$ cat config.mk
export PLATFORM = sky130hd
export DESIGN_NAME = vend_controller
export DESIGN_NICKNAME = d
export VERILOG_FILES = /design/src/rtl/vend_controller.sv
export SDC_FILE = /design/constraint.sdc
export NUM_CORES = 1
export LEC_CHECK = 0
export ABC_AREA = 1
export BUFFER_PORTS_ARGS = -buffer_cell sky130_fd_sc_hd__buf_2
export CAP_MARGIN = 15
export CORE_MARGIN = 2
export CORE_UTILIZATION = 25
export CTS_CLUSTER_SIZE = 24
export DETAILED_ROUTE_END_ITERATION = 12
export PLACE_DENSITY = 0.39
export SETUP_SLACK_MARGIN = 0.05
export SLEW_MARGIN = 30
export SYNTH_ARGS = -nofsm -noshare
export SYNTH_HDL_FRONTEND = slang
export SYNTH_SLANG_ARGS = --single-unit
$ cat constraint.sdc
create_clock -name clk -period 2.4 [get_ports clk]
set_input_delay 0.12 -clock clk [delete_from_list [all_inputs] [get_ports clk]]
set_output_delay 0.12 -clock clk [all_outputs]
set_load 0.05 [all_outputs]
$ cat src/rtl/vend_controller.sv
// Two-product coin vending controller: credit, stock, vend handshake, change.
// Ports: clk, async_reset_n, coin, sel, cancel, restock, vend_ack in;
//        vend_req, vend_item, change_5, credit, busy, coin_reject, deny,
//        sold_out_a, sold_out_b out (all registered).
module vend_controller #(
    parameter int PRICE_A    = 15,
    parameter int PRICE_B    = 20,
    parameter int MAX_CREDIT = 35,
    parameter int STOCK_INIT = 4
) (
    input  logic       clk,
    input  logic       async_reset_n,
    input  logic [1:0] coin,
    input  logic [1:0] sel,
    input  logic       cancel,
    input  logic       restock,
    input  logic       vend_ack,
    output logic       vend_req,
    output logic       vend_item,
    output logic       change_5,
    output logic [5:0] credit,
    output logic       busy,
    output logic       coin_reject,
    output logic       deny,
    output logic       sold_out_a,
    output logic       sold_out_b
);

    typedef enum logic [1:0] {IDLE, VEND, CHANGE} state_t;

    localparam logic [5:0] PA   = 6'(PRICE_A);
    localparam logic [5:0] PB   = 6'(PRICE_B);
    localparam logic [6:0] MAXC = 7'(MAX_CREDIT);
    localparam logic [3:0] SINI = 4'(STOCK_INIT);

    state_t     state;
    logic [3:0] stock_a;
    logic [3:0] stock_b;

    logic       sel_a, sel_b, sel_any;
    logic [5:0] price;
    logic       stock_ok, can_buy;
    logic       cancel_act, sel_act;
    logic [6:0] coin_sum;
    logic       coin_fits;

    always_comb begin
        sel_a      = (sel == 2'b01);
        sel_b      = (sel == 2'b10);
        sel_any    = sel_a | sel_b;
        price      = sel_b ? PB : PA;
        stock_ok   = sel_b ? (stock_b != 4'd0) : (stock_a != 4'd0);
        can_buy    = sel_any && (credit >= price) && stock_ok;
        // cancel with no credit is a no-op, so it does not block a coin
        cancel_act = cancel && (credit != 6'd0);
        sel_act    = !cancel_act && sel_any;
        // 7 bits so credit + 15 cannot wrap before the ceiling test
        coin_sum   = {1'b0, credit} + (7'(coin) * 7'd5);
        coin_fits  = (coin_sum <= MAXC);
    end

    always_ff @(posedge clk or negedge async_reset_n) begin
        if (!async_reset_n) begin
            state       <= IDLE;
            credit      <= 6'd0;
            stock_a     <= SINI;
            stock_b     <= SINI;
            vend_req    <= 1'b0;
            vend_item   <= 1'b0;
            change_5    <= 1'b0;
            busy        <= 1'b0;
            coin_reject <= 1'b0;
            deny        <= 1'b0;
            sold_out_a  <= (SINI == 4'd0);
            sold_out_b  <= (SINI == 4'd0);
        end else begin
            change_5    <= 1'b0;
            coin_reject <= 1'b0;
            deny        <= 1'b0;
            unique case (state)
                IDLE: begin
                    if (cancel_act) begin
                        state       <= CHANGE;
                        busy        <= 1'b1;
                        coin_reject <= (coin != 2'd0);
                    end else if (sel_act) begin
                        coin_reject <= (coin != 2'd0);
                        if (can_buy) begin
                            credit    <= credit - price;
                            vend_item <= sel_b;
                            vend_req  <= 1'b1;
                            busy      <= 1'b1;
                            state     <= VEND;
                            if (sel_b) begin
                                stock_b    <= stock_b - 4'd1;
                                sold_out_b <= (stock_b == 4'd1);
                            end else begin
                                stock_a    <= stock_a - 4'd1;
                                sold_out_a <= (stock_a == 4'd1);
                            end
                        end else begin
                            deny <= 1'b1;
                        end
                    end else if (coin != 2'd0) begin
                        if (coin_fits) begin
                            credit <= coin_sum[5:0];
                        end else begin
                            coin_reject <= 1'b1;
                        end
                    end else if (restock) begin
                        stock_a    <= SINI;
                        stock_b    <= SINI;
                        sold_out_a <= (SINI == 4'd0);
                        sold_out_b <= (SINI == 4'd0);
                    end
                end
                VEND: begin
                    coin_reject <= (coin != 2'd0);
                    if (vend_ack) begin
                        vend_req <= 1'b0;
                        if (credit != 6'd0) begin
                            state <= CHANGE;
                        end else begin
                            state <= IDLE;
                            busy  <= 1'b0;
                        end
                    end
                end
                CHANGE: begin
                    coin_reject <= (coin != 2'd0);
                    if (credit == 6'd0) begin
                        state <= IDLE;
                        busy  <= 1'b0;
                    end else begin
                        change_5 <= 1'b1;
                        credit   <= credit - 6'd5;
                        if (credit == 6'd5) begin
                            state <= IDLE;
                            busy  <= 1'b0;
                        end
                    end
                end
                default: begin
                    state <= IDLE;
                    busy  <= 1'b0;
                end
            endcase
        end
    end

endmodule

==> flow_summary.json <==
{
  "p_leak_nw": 1.36,
  "place_inst": 427,
  "fillers": 916,
  "io_buffers": 22,
  "grt_pass1_wl_um": 9380,
  "dp_hpwl_um": 4370,
  "clkTransAtPathRegs_ns": 0.10,
  "pin_count": 23,
  "fin_skew_ns": 0.0134,
  "synthToLayoutAreaGrowth_pct": 18.3,
  "cts_tree": "done",
  "final_layout_size_suffix_gt1_share_pct": 19.8,
  "syn_area_um2": 2140,
  "worstReg2RegStart": "credit[0]",
  "insertion_delay_ns": 0.28,
  "drv_slew": 0,
  "grt_max_degree": 25,
  "p_per_area_nw_per_um2": 1400,
  "yosysWarnings": 0,
  "synth_seq_cells": 24,
  "h-tree-depth": 1,
  "worstPathRequired_ns": 2.62,
  "worstHoldEndpoint": "vend_req",
  "max_freq_mhz": 460,
  "worstSetupStartpointType": "flop",
  "hold_depth": 5,
  "design_area_um2": 2530,
  "die_x_um": 96.6,
  "drc": 0,
  "instances_no_fill": 434,
  "yosysUniqueCellTypes": 23,
  "whs_ns": 0.201,
  "worst_slew_pin_slew_ns": 0.614,
  "r2r_slack_ns": 0.23,
  "finish.utilization_pct": 30.7,
  "gp_congestion": 0.807,
  "die_area_um2": 9320,
  "clock_sinks": 24,
  "core_um2": 8260,
  "final_nets": 364,
  "wl_per_cell_um": 12.9,
  "place_area_um2": 2410,
  "postSynthCellCount": 297,
  "grt_usage_pct": 12.9,
  "worstSetupEndpointType": "flop",
  "ant_nets": 0,
  "dr.pass1.iters": 4,
  "cts_buffers": 3,
  "setup_viol": 0,
  "drv_cap": 0,
  "critical_path_arrival_ns": 2.39,
  "seq_area_frac_synth_pct": 28.2,
  "status": "completed",
  "cts.path.max_buffers": 2,
  "period_needed_ns": 2.17,
  "drt_iter0_markers": 56,
  "wl_um": 5610,
  "rsz0062_at_grt": "no",
  "avgSynthCellArea_um2": 7.21,
  "yosys.area.top_type_share_pct": 25.7,
  "synth_top_area_cell": "dfrtp_1",
  "reg2reg_depth": 13,
  "grt_pass1_vias": 1923,
  "reg2reg_to": "credit[1]",
  "start_util_pct": 25.9,
  "die_h_um": 96.6,
  "fin_setup_tns_ns": 0,
  "hold_viol_final": 0,
  "synth_nets": 331,
  "worstPathMaxFanout": 7,
  "grt-ovfl-total": 0,
  "synth_area_leaders": "dfrtp_1, nand2_1, ha_1, nand3_1, inv_1",
  "vias_per_cell": 4.46,
  "cts_root_buffer": "clkbuf_8",
  "min_from": "vend_ack",
  "antenna_found_initial": 0,
  "antenna_cells": 0,
  "ir_drop_mv": 0.389,
  "worstSetupPathType": "flop to flop",
  "relSlewSlack_pct": 59.1,
  "finalCritPeriodShare_pct": 90.5,
  "vias": 1937,
  "holdCritPathClass": "input port to flop",
  "num_rows": 33
}
## area by class of cell
cell class              instances  area, um2  area share [%]
multi-input cells             230       1430            56.3
well taps                     105        131            5.18
clock buffers                   4       45.0            1.78
flip-flops and latches         24        606            23.9
repair buffers                 30        173            6.81
inverters                      41        154            6.07
## worst max-delay path: stages, from the launching register on
cell and delay, ns:
dfrtp_2 0.46, ha_2 0.20, ha_4 0.17, fa_2 0.41, nand2_1 0.08, nand2_1 0.06
nor2_1 0.10, nand3_1 0.10, nand2_2 0.08, nand3_2 0.08, nand2_4 0.11, buf_4 0.12
nand3_1 0.06, nand2_1 0.07
## Yosys cell counts
master / n
nand2_1: 93
dfstp_2: 2
xor2_1: 4
nor3_1: 2
nand2_4: 5
fa_1: 2
a21oi_4: 2
inv_1: 40
o21ai_0: 14
a21oi_1: 7
ha_1: 23
nand2_2: 1
nand3_1: 47
xnor2_1: 2
nor2_1: 17
dfrtp_1: 22
nor2_4: 5
inv_2: 1
nand4_1: 1
buf_6: 1
nand3_4: 3
buf_4: 1
or2_2: 2
## metal layers
layer / vias to the layer above / GRT usage (%) / share of wire (%)
met5: - / 0 / 0
met1: 887 / 17.1 / 48
met3: 6 / 1.86 / 2.5
li1: 1014 / - / -
met2: 30 / 22.7 / 49
met4: 0 / 2.00 / 1.2
## timing repair
item | 4_1_cts | 5_1_grt
endpoints found under the setup margin | 0 | 8
resized for setup | 0 | 12
hold buffers | 1 | 0
endpoints found under the hold margin | 22 | 0
setup buffers | 0 | 2
## where the power goes
group	leakage (nW)	switching, W	internal, W
registers	0.304	0.000163	0.000591
logic	1.03	0.00165	0.000867
clock network	0.0228	0.000148	0.000119
## metrics by stage
step | power [W] | setup slack, ns
final | 0.00354 | 0.228
after global routing | 0.00393 | 0.0661
after CTS | 0.00347 | 0.0577
after detailed placement | 0.00318 | 0.0868
after global placement | 0.00321 | 0.131
after floorplan | 0.00263 | 0.0928
## cells by family after synthesis
family,Yosys count,share of synthesized area [%]
AND/OR/NAND/NOR,176,39.6
buffers and inverters,43,8.06
adder cells (fa/ha/maj),25,15.3
flip-flops,24,28.2
AO/OA/AOI/OAI,23,6.43
XOR/XNOR,6,2.45
## how the worst max path moves through the flow
stage	end	from	slack (ns)	depth (start not counted)
6_report	credit[1]	credit[0]	0.23	13
5_1_grt	credit[4]	credit[0]	0.07	13
4_1_cts	credit[5]	credit[1]	0.06	13
3_5_place_dp	credit[5]	credit[1]	0.09	13
3_3_place_gp	credit[5]	credit[1]	0.13	13
2_1_floorplan	credit[4]	credit[1]	0.09	13
## sequential cells by signal (all words and copies together), names as in the netlist
signal       flops
deny             1
stock_a          4
busy             1
coin_reject      1
stock_b          4
vend_item        1
vend_req         1
credit           6
sold_out_a       1
state            2
change_5         1
sold_out_b       1
## placed cells by master, fill, tap and decap left out
cell type / instances
nand2_1: 91
nand3_1: 45
inv_1: 40
buf_2: 22
ha_1: 20
dfrtp_1: 20
nor2_1: 16
o21ai_0: 14
a21oi_1: 7
nand2_4: 7
buf_4: 7
nor2_4: 5
xor2_1: 4
nand3_4: 3
clkbuf_8: 3
or2_2: 2
nand3_2: 2
a21oi_4: 2
nor3_1: 2
xnor2_1: 2
fa_2: 2
ha_4: 2
dfrtp_2: 2
dfstp_2: 2
inv_2: 1
nand2_2: 1
nand4_1: 1
nor2_2: 1
ha_2: 1
clkbuf_1: 1
dlygate4sd3_1: 1
No activity file was read; power rests on OpenSTA's default activity.
